--- src/rtl/shift_framer_pkg.sv ---
// Shared constants and FSM state encoding for the shift-register word framer.
package shift_framer_pkg;

  localparam int unsigned WORD_W = 6;
  localparam int unsigned CNT_W  = 3;
  localparam logic [WORD_W-1:0] DEFAULT_PATTERN = 6'b101101;

  typedef enum logic [1:0] {
    HUNT    = 2'd0,
    COUNT   = 2'd1,
    CAPTURE = 2'd2
  } state_t;

endpackage

--- src/rtl/word_fifo2.sv ---
// Two-entry valid/ready word buffer with flush and drop-on-full indication.
module word_fifo2 #(
  parameter int unsigned W = 6
) (
  input  logic         clk,
  input  logic         rst_n,
  input  logic         flush,
  input  logic         push,
  input  logic [W-1:0] din,
  input  logic         pop,
  output logic [W-1:0] dout,
  output logic         full,
  output logic         empty,
  output logic         drop
);

  logic [W-1:0] head_q, head_d;
  logic [W-1:0] tail_q, tail_d;
  logic [1:0]   count_q, count_d;
  logic         pop_ok;

  always_comb begin
    pop_ok  = pop && (count_q != 2'd0);
    drop    = push && (count_q == 2'd2) && !pop_ok;
    head_d  = head_q;
    tail_d  = tail_q;
    count_d = count_q;
    if (flush) begin
      count_d = '0;
    end else if (push && !drop) begin
      if (pop_ok) begin
        // Simultaneous push/pop keeps occupancy; the head advances first.
        if (count_q == 2'd2) begin
          head_d = tail_q;
          tail_d = din;
        end else begin
          head_d = din;
        end
      end else begin
        if (count_q == 2'd0) begin
          head_d = din;
        end else begin
          tail_d = din;
        end
        count_d = count_q + 2'd1;
      end
    end else if (pop_ok) begin
      head_d  = tail_q;
      count_d = count_q - 2'd1;
    end
  end

  always_ff @(posedge clk or negedge rst_n) begin
    if (!rst_n) begin
      head_q  <= '0;
      tail_q  <= '0;
      count_q <= '0;
    end else begin
      head_q  <= head_d;
      tail_q  <= tail_d;
      count_q <= count_d;
    end
  end

  assign dout  = head_q;
  assign full  = (count_q == 2'd2);
  assign empty = (count_q == 2'd0);

endmodule

--- src/rtl/shift_word_framer.sv ---
// Frames 6-bit words out of a SIPO shift register and hands them to a 2-entry buffer.
// Optional pattern detector enabled by defining MATCH_DETECT_EN.
module shift_word_framer #(
  parameter int unsigned         WORD_W  = shift_framer_pkg::WORD_W,
  parameter logic [WORD_W-1:0]   PATTERN = shift_framer_pkg::DEFAULT_PATTERN
) (
  input  logic              clk,
  input  logic              clear,
  input  logic              sync,
  input  logic              shift_en,
  input  logic [WORD_W-1:0] q_in,
  output logic [WORD_W-1:0] word_out,
  output logic              word_valid,
  input  logic              word_ready,
  output logic              overflow,
  output logic              match
);
  import shift_framer_pkg::*;

  state_t           state_q, state_d;
  logic [CNT_W-1:0] cnt_q, cnt_d;
  logic             overflow_q, overflow_d;
  logic             fifo_push;
  logic             fifo_full;
  logic             fifo_empty;
  logic             fifo_drop;

  // sync outranks the capture push so a restart never leaks a stale word.
  assign fifo_push = (state_q == CAPTURE) && !sync;

  always_comb begin
    state_d    = state_q;
    cnt_d      = cnt_q;
    overflow_d = overflow_q | (fifo_drop & fifo_full);
    if (sync) begin
      state_d    = COUNT;
      cnt_d      = '0;
      overflow_d = 1'b0;
    end else begin
      case (state_q)
        HUNT: begin
          state_d = HUNT;
        end
        COUNT: begin
          if (shift_en) begin
            if (cnt_q == CNT_W'(WORD_W - 1)) begin
              cnt_d   = '0;
              state_d = CAPTURE;
            end else begin
              cnt_d = cnt_q + 1'b1;
            end
          end
        end
        CAPTURE: begin
          state_d = COUNT;
          if (shift_en) begin
            cnt_d = CNT_W'(1);
          end
        end
        default: begin
          state_d = HUNT;
          cnt_d   = '0;
        end
      endcase
    end
  end

  always_ff @(posedge clk or negedge clear) begin
    if (!clear) begin
      state_q    <= HUNT;
      cnt_q      <= '0;
      overflow_q <= 1'b0;
    end else begin
      state_q    <= state_d;
      cnt_q      <= cnt_d;
      overflow_q <= overflow_d;
    end
  end

  word_fifo2 #(
    .W (WORD_W)
  ) u_fifo (
    .clk   (clk),
    .rst_n (clear),
    .flush (sync),
    .push  (fifo_push),
    .din   (q_in),
    .pop   (word_ready),
    .dout  (word_out),
    .full  (fifo_full),
    .empty (fifo_empty),
    .drop  (fifo_drop)
  );

  assign word_valid = !fifo_empty;
  assign overflow   = overflow_q;

`ifdef MATCH_DETECT_EN
  logic match_q, match_d;

  // Registered so the pulse lines up with the word appearing in the buffer.
  always_comb begin
    match_d = (state_q == CAPTURE) && !sync && (q_in == PATTERN);
  end

  always_ff @(posedge clk or negedge clear) begin
    if (!clear) begin
      match_q <= 1'b0;
    end else begin
      match_q <= match_d;
    end
  end

  assign match = match_q;
`else
  assign match = 1'b0;
`endif

endmodule

--- config.mk ---
export PLATFORM = sky130hd
export DESIGN_NAME = shift_word_framer
export DESIGN_NICKNAME = d
export VERILOG_FILES = /design/src/rtl/shift_framer_pkg.sv /design/src/rtl/word_fifo2.sv /design/src/rtl/shift_word_framer.sv
export SDC_FILE = /design/constraint.sdc
export NUM_CORES = 1
export LEC_CHECK = 0
export ABC_AREA = 0
export BUFFER_PORTS_ARGS = -buffer_cell sky130_fd_sc_hd__buf_4
export CORE_MARGIN = 3
export CORE_UTILIZATION = 45
export DETAILED_ROUTE_END_ITERATION = 7
export HOLD_SLACK_MARGIN = 0.08
export PLACE_DENSITY = 0.8
export SLEW_MARGIN = 0
export SYNTH_ARGS = -nofsm -noshare
export SYNTH_HDL_FRONTEND = slang
export SYNTH_HIERARCHICAL = 1
export SYNTH_SLANG_ARGS = --single-unit
--- constraint.sdc ---
create_clock -name clk -period 1.8 [get_ports clk]
set_input_delay 0.36 -clock clk [delete_from_list [all_inputs] [get_ports clk]]
set_output_delay 0.36 -clock clk [all_outputs]
set_load 0.01 [all_outputs]
==> results of run 1 <==
[synth_stat cells, types with 2 or more instances]
cell and n:
nor2_1 10, o21ai_0 3, a21oi_1 8, ha_1 3, nor2b_1 2, mux2_2 5, mux2i_1 7, dfrtp_1 20
buf_4 2, inv_1 7, or2b_1 2, and2b_1 2, nand2_1 2
[cell usage in the layout, fill, tap and decap left out, types with 2 or more instances in the layout]
cell and instances:
clkbuf_4 3, ha_1 2, a21oi_1 8, o21ai_0 3, mux2i_1 7, buf_4 24, mux2_2 5, nor2_1 9
and2b_1 2, dfrtp_1 20, nand2_1 2, a21oi_4 2, inv_1 6, or2b_1 2, nor2b_4 2
[cells by family (layout without fill, tap and decap cells)]
family | after synthesis | count (layout) | share of synthesized area (%)
simple gates | 34 | 34 | 20.6
compound gates | 23 | 24 | 14.5
flops | 20 | 20 | 44.7
mux | 13 | 13 | 12.3
buf+inv | 10 | 36 | 4.14
fa+ha+maj | 3 | 3 | 3.36
other cells | 1 | 1 | 0.335
[power by group through the flow]
stage | Sequential [W] | Combinational, W | Clock, W
after floorplan | 0.000489 | 0.0000717 | 0
after global placement | 0.000489 | 0.000126 | 0
after detailed placement | 0.000490 | 0.000130 | 0
after CTS | 0.000481 | 0.000132 | 0.000374
after global routing | 0.000485 | 0.000163 | 0.000396
final | 0.000482 | 0.000145 | 0.000373
[layout make-up]
| cell class | instances | share of cell area (%) |
|---|---|---|
| Sequential cell | 20 | 35.3 |
| Inverter | 7 | 1.86 |
| Timing Repair Buffer | 25 | 13.4 |
| Tap cell | 28 | 2.47 |
| Clock buffer | 3 | 1.59 |
| Multi-Input combinational cell | 75 | 43.2 |
| Clock inverter | 1 | 2.12 |
[per-stage QoR]
step	instance area, um2	setup TNS [ps]	util (%)	cells	setup slack (ps)
after detailed placement	1310	0	57.4	151	62.1
after floorplan	1130	0	-	104	43.5
after global placement	1310	0	57.4	151	123
final	1420	0	62.2	159	103
after global routing	1420	-0.0469	62.2	159	-0.0469
after CTS	1370	0	60.1	156	19.1
[worst max-delay path, cell delays in order (launching register included)]
cell,delay [ps]
dfrtp_1,410
inv_2,80
ha_4,120
nor2b_4,140
or3b_4,430
a21oi_4,260
nor2_1,80
a21oi_1,110
[layer usage]
layer | up-vias | global-route usage, %
met5 | - | 0
met4 | 0 | 2.71
met3 | 6 | 4.87
met2 | 27 | 25.0
met1 | 409 | 16.7
li1 | 421 | -
[registers in the layout, summed over array words and instances (netlist names)]
register,flops
cnt_q,3
state_q,2
overflow,1
u_fifo/tail_q,6
u_fifo/dout,6
u_fifo/count_q,2
[timing repair]
item | CTS | global route
endpoints found under the hold margin | 20 | 0
endpoints found under the setup margin | 0 | 7
hold buffers | 1 | 0
setup buffers | 0 | 2
resized for setup | 0 | 6
[worst paths after layout]
kind / slack (ps) / endpoint / depth (start not counted)
hold / removal: 270 / u_fifo/count_q[1] / 2
setup / recovery: 100 / u_fifo/dout[4] / 7
hold reg to reg: 500 / overflow / 2
setup reg to reg: 100 / u_fifo/dout[4] / 7
min in group asynchronous: 440 / u_fifo/count_q[1] / 2
max in group asynchronous: 1160 / cnt_q[2] / 2
==> results.cfg, run 1 <==
[grt]
grt_pass1_wl_um = 3550
overflow = 0
grt_start_max_net_pins = 21
grt_use_total_pct = 14.2
first_global_vias = 806
antenna_found_initial = 0

[route]
wl_met2_um = 1170
drc = 0
initialDrtViolationCount = 22
vias = 863
postRouteAntennaNets = 0
detail_route.wl_per_cell_um = 14.0
routed.top_layer = met4
wl_met3_um = 128
via_per_inst = 5.43
dr.pass1.iters = 4
wl_met1_um = 886
drt-total-wl_um = 2220

[hold_path]
hp-start = word_ready
hold_class = in -> reg

[placement]
io_buffers = 18
finalWeightedCongestion = 0.862
dp_hpwl_um = 1600

[synthesis]
syn_inst = 104
ys_async_sr_fraction_pct = 100
synth_seq_area_share_pct = 44.7
synth_top_area_cell = dfrtp_1
synth_nets = 118
syn_area_um2 = 1120
avgSynthCellArea_um2 = 10.8
ys_types = 44
synthTopCellsByArea = dfrtp_1 (45%), mux2i_1 (6.3%), mux2_2 (5.0%), a21oi_1 (3.6%), ha_1 (3.4%)
synthFlopType = dfrtp_1
synth-seq-cells = 20
synth_top_area_share_pct = 44.7
yosys_warnings = 6
synth-edff-count = 0

[timing]
finalHoldViolCount = 0
min_period_over_period_pct = 94.3
min_period_ps = 1700
setup_viol_count_final = 0
relSlewSlack_pct = 54.0
fmax_mhz = 589
clock_skew_ps = 1.42
slew_viol_final = 0
worst_slew_pin_slew_ps = 683
worst_hold_slack_ps = 269

[clock_network]
cts_sinks = 20
cts_buffers = 3
cts_max_path_buffers = 2
cts_root_buf = clkbuf_4
clk_latency_ps = 310
cts_tree = done
htree_num_levels = 1
cts.reportedPaths.clkPinSlew_ps = 110

[die]
ios = 20
initial_core_util_pct = 49.1
rows = 17
die_y_um = 55.9
dieWidth_um = 55.9
coreArea_um2 = 2280
die-area_um2 = 3120

[cells_and_area]
num_antenna_cells = 0
num-fill-cells = 179
multi_input_area_um2 = 612
seq_area_um2 = 500
fin_nets = 146
drive_above_1_share_pct = 37.4
area_growth_pct = 26.6

[power]
sequentialPowerShare_pct = 48.2
net-switching-power_w = 0.000234
ir_worst_vdd_mv = 0.772
clkPwrFrac_pct = 37.3
combPwrFrac_pct = 14.5
pwr_density_cell_nw_per_um2 = 706
p_int_w = 0.000765
p_leak_nw = 0.710
switching_share_pct = 23.5
total_power_w = 0.00100

[setup_path]
critPathLaunch = state_q[0]
arrival_ps = 1950
criticalPathCategory = reg -> reg
cp-end-kind = flop
required_ps = 2050
worstSetupStartpointType = flop
r2r_start = state_q[0]
crit_fanout = 6

[status]
outcome = finished clean

[job]
maxCapViolations = 0
No activity file was read; power rests on OpenSTA's default activity.
==> run 2: changes to the inputs <==
==> constraint.sdc (replaced) <==
create_clock -name clk -period 1.5 [get_ports clk]
set_input_delay 0.3 -clock clk [delete_from_list [all_inputs] [get_ports clk]]
set_output_delay 0.3 -clock clk [all_outputs]
set_load 0.01 [all_outputs]
==> run 2 against run 1 <==
Effect of this change: the run now ends with setup timing left; clock power increased by 19%; final cell count increased by 3.1%; combinational power increased by 61%; non-clock buffer count increased by 5; power increased by 26%; global-route usage increased by 2.9 points; critical path depth unchanged; design area increased by 8.5%; count of clock-buffer cells in the layout unchanged; critical path type unchanged; largest cell class unchanged.
==> results.cfg, run 2 (same netlist as run 1, synthesis figures left out) <==
[status]
outcome = finished with violations
violations = setup timing

[setup_path]
path_buf_inv = 1
arrival_ps = 1920
worstSetupStartpointType = flop
cp-end-kind = flop
slowest_stage = or3b_4
crit_fanout = 6
required_ps = 1730
criticalPathCategory = reg -> reg
crit_path_cell_trace = inv_2, ha_4, nor2b_4, or3b_4, a21oi_4, nor2_1, a21oi_1
cpLargestDelayFamily = simple AND/OR/NAND/NOR gates
max_stage_delay_ps = 430

[cells_and_area]
num_antenna_cells = 0
final_cell_mix = buf_4 (27), dfrtp_1 (19), nor2_1 (10)
final_core_utilization_pct = 67.5
num-fill-cells = 170
fin_nets = 151
layout_commonest_cell = buf_4
area_growth_pct = 37.4
design_area_um2 = 1540
drive_above_1_share_pct = 46.3

[timing]
slew_viol_final = 0
setup_viol_count_final = 15
finalHoldViolCount = 0
worst_slew_pin_slew_ps = 742
relSlewSlack_pct = 50.0
setup-tns-final_ps = -2350
worst_hold_slack_ps = 224
fin_ws_ps = -183
min_period_ps = 1680
clock_skew_ps = 0.615
rsz0062_at_grt = true
min_period_over_period_pct = 112
fmax_mhz = 594

[clock_network]
cts_buffers = 3
htree_num_levels = 1
cts_tree = done
cts.reportedPaths.clkPinSlew_ps = 120
cts_sinks = 20
cts_root_buf = clkbuf_4
cts_max_path_buffers = 2
clk_latency_ps = 300

[grt]
grt_pass1_wl_um = 4260
overflow = 0
grt_start_max_net_pins = 21
antenna_found_initial = 0
use_met1_pct = 22.6
grt.busiest_layer = met2
grt_use_total_pct = 17.0
first_global_vias = 887
use_met2_pct = 29.6
use_met3_pct = 1.39

[die]
initial_core_util_pct = 49.1
die_y_um = 55.9
die-area_um2 = 3120
coreArea_um2 = 2280
dieWidth_um = 55.9
ios = 20
rows = 17

[route]
vias = 881
initialDrtViolationCount = 18
dr.pass1.iters = 4
postRouteAntennaNets = 0
via_per_inst = 5.37
detail_route.wl_per_cell_um = 15.5
drc = 0
drt-total-wl_um = 2550

[placement]
io_buffers = 18
dp_hpwl_um = 1660
placed_area_um2 = 1370
finalWeightedCongestion = 0.780

[power]
p_leak_nw = 0.756
total_power_w = 0.00126
pwr_density_cell_nw_per_um2 = 817
ir_worst_vdd_mv = 0.882

[job]
maxCapViolations = 0

[hold_path]
hold_class = in -> reg
-- run 2: cell count changes in the layout (fill, tap and decap cells not counted), sizes merged --
cell / previous run / this run
buf: 24 / 29
-- run 2: repair_timing --
item | CTS | global route
pin swaps | 8 | 12
resized for setup | 9 | 7
buffers inserted | 2 | 3
endpoints found under the hold margin | 20 | 0
setup endpoints to repair | 14 | 17
hold buffers | 1 | 0
cloned | 1 | 0
-- run 2: power breakdown --
part           total (W)  switching, W  internal, W
registers       0.000579     0.0000185     0.000560
logic           0.000233      0.000110     0.000123
clock network   0.000444      0.000174     0.000270
-- run 2: final cells by class --
| type | instances | area (um2) | area share, % |
|---|---|---|---|
| clock buffer | 3 | 22.5 | 1.47 |
| clock inverter | 1 | 30.0 | 1.95 |
| inverter | 7 | 26.3 | 1.71 |
| multi-input combinational | 75 | 677 | 44.1 |
| sequential | 20 | 502 | 32.7 |
| tap | 28 | 35.0 | 2.28 |
| timing repair buffer | 30 | 244 | 15.9 |
-- run 2: routing by layer --
metal | vias up | share of wire [%]
met2 | 10 | 50
met5 | - | 0
met3 | 2 | 2.0
met4 | 0 | 0.67
li1 | 431 | -
met1 | 438 | 47
-- run 2: per-stage QoR --
| stage | cells | setup WS, ps |
|---|---|---|
| after floorplan | 104 | -232 |
| after global placement | 155 | -193 |
| after detailed placement | 155 | -278 |
| after CTS | 163 | -211 |
| after global routing | 164 | -331 |
| final | 164 | -183 |
-- run 2: worst paths after layout --
kind	start	endpoint	slack, ps	depth (start not counted)
max	state_q[0]	u_fifo/dout[2]	-180	7
min	word_ready	u_fifo/count_q[1]	220	2
max reg2reg	state_q[0]	u_fifo/dout[2]	-180	7
min reg2reg	overflow	overflow	520	2
max in group asynchronous	clear	u_fifo/count_q[1]	880	2
min in group asynchronous	clear	u_fifo/tail_q[4]	400	2
-- run 2: worst register-to-register path, cell delays in order (launching register included) --
cell	delay, ps
dfrtp_1	410
inv_2	90
ha_4	130
nor2b_4	150
or3b_4	440
a21oi_4	220
nor2_1	60
a21oi_1	120
==> run 3: changes to the inputs <==
--- a/config.mk
+++ b/config.mk
@@ -7,11 +7,14 @@
 export LEC_CHECK = 0
 export ABC_AREA = 0
 export BUFFER_PORTS_ARGS = -buffer_cell sky130_fd_sc_hd__buf_4
+export CELL_PAD_IN_SITES_DETAIL_PLACEMENT = 1
+export CELL_PAD_IN_SITES_GLOBAL_PLACEMENT = 2
 export CORE_MARGIN = 3
-export CORE_UTILIZATION = 45
+export CORE_UTILIZATION = 31
+export CTS_CLUSTER_DIAMETER = 50
 export DETAILED_ROUTE_END_ITERATION = 7
 export HOLD_SLACK_MARGIN = 0.08
-export PLACE_DENSITY = 0.8
+export PLACE_DENSITY = 0.84
 export SLEW_MARGIN = 0
 export SYNTH_ARGS = -nofsm -noshare
 export SYNTH_HDL_FRONTEND = slang
==> run 3 against run 2 <==
Effect of this change: the run still ends with setup timing left; design area up 0.65%; global-route usage fell by 2.3 points; final cell count grew 10%; clock skew rose by 7.0 ps; critical endpoint is now u_fifo/dout[4]; largest power group unchanged.
==> results.cfg, run 3 (same netlist as run 1, synthesis figures left out) <==
[status]
violations = setup timing
outcome = finished with violations

[hold_path]
hold_class = in -> reg

[grt]
first_global_vias = 1008
grt_start_max_net_pins = 21
grt_use_total_pct = 14.8
overflow = 0
grt_pass1_wl_um = 4980
antenna_found_initial = 0

[clock_network]
clk_latency_ps = 310
cts_buffers = 3
cts_max_path_buffers = 2
cts_sinks = 20
cts_root_buf = clkbuf_4
htree_num_levels = 1
cts_tree = done
cts.reportedPaths.clkPinSlew_ps = 120

[placement]
io_buffers = 18
dp_hpwl_um = 1970
dp.cells = 174
finalWeightedCongestion = 0.733

[route]
vias = 897
postRouteAntennaNets = 0
via_per_inst = 4.96
dr.pass1.iters = 3
drt-total-wl_um = 2910
drc = 0
initialDrtViolationCount = 40
detail_route.wl_per_cell_um = 16.1

[cells_and_area]
area_growth_pct = 38.3
fin_cells = 181
drive_above_1_share_pct = 47.4
fin_nets = 150
num-fill-cells = 381
layout_commonest_cell = buf_4
final_cell_mix = buf_4 (27), dfrtp_1 (19), nor2_1 (8)
num_antenna_cells = 0

[die]
coreArea_um2 = 3420
rows = 21
initial_core_util_pct = 32.7
die_y_um = 66.1
die-area_um2 = 4370
dieWidth_um = 66.1
ios = 20

[timing]
min_period_over_period_pct = 112
relSlewSlack_pct = 46.9
fmax_mhz = 594
fin_ws_ps = -183
setup-tns-final_ps = -1690
min_period_ps = 1680
rsz0062_at_grt = true
finalHoldViolCount = 0
clock_skew_ps = 7.60
setup_viol_count_final = 15
slew_viol_final = 0
worst_slew_pin_slew_ps = 788

[setup_path]
required_ps = 1740
cp-end-kind = flop
crit_fanout = 6
worstSetupStartpointType = flop
arrival_ps = 1920
criticalPathCategory = reg -> reg

[power]
ir_worst_vdd_mv = 0.514
total_power_w = 0.00123
pwr_density_cell_nw_per_um2 = 793
p_leak_nw = 0.750

[job]
maxCapViolations = 0
[run 3: per-layer routing]
| metal | global-route usage, % | routed length [um] |
|---|---|---|
| met5 | 0 | 0 |
| met4 | 3.81 | 15 |
| met3 | 4.25 | 92 |
| met1 | 18.0 | 1250 |
| met2 | 25.4 | 1550 |
[run 3: final cells by class]
type                       count  area (um2)  area share [%]
multi-input combinational     75         684            44.3
sequential                    20         502            32.4
timing repair buffer          29         224            14.5
tap                           46        57.6            3.72
clock inverter                 1        30.0            1.94
inverter                       7        26.3            1.70
clock buffer                   3        22.5            1.46
[run 3: per-stage QoR]
step                utilization (%)  worst slack [ps]  instance area, um2  hold slack (ps)
finish                         45.3              -183                1550              224
global route                   45.3              -241                1550              194
CTS                            44.6              -186                1520              210
detailed placement             40.7              -259                1390              198
global placement               40.7              -179                1390              196
floorplan                         -              -232                1150             4.41
[run 3: path summary, 6_finish.rpt]
| check | startpoint | end | slack (ps) | cells past startpoint |
|---|---|---|---|---|
| setup / recovery | state_q[0] | u_fifo/dout[4] | -180 | 7 |
| hold / removal | q_in[3] | u_fifo/tail_q[3] | 220 | 2 |
| setup reg to reg | state_q[0] | u_fifo/dout[4] | -180 | 7 |
| hold reg to reg | overflow | overflow | 530 | 2 |
| max in group asynchronous | clear | u_fifo/count_q[1] | 870 | 2 |
| min in group asynchronous | clear | u_fifo/tail_q[4] | 400 | 2 |
[run 3: repair_timing]
item                       CTS  global route
gates cloned                 1             0
hold endpoints to repair    20             0
setup endpoints to repair   15            19
gates resized for setup     11             9
hold buffers                 1             0
buffers inserted             2             1
pin swaps                    6             8
[run 3: power breakdown]
group / total (W) / internal (W) / switching, W
Combinational: 0.000199 / 0.0000971 / 0.000102
Sequential: 0.000581 / 0.000560 / 0.0000209
Clock: 0.000446 / 0.000270 / 0.000176
Total: 0.00123 / 0.000927 / 0.000298
[run 3: worst max-delay path, stage by stage (launching register included)]
cell and delay [ps]:
dfrtp_1 410, inv_2 80, ha_4 120, nor2b_4 150, or3b_4 430, a21oi_4 230, nor2_1 70, a21oi_1 130
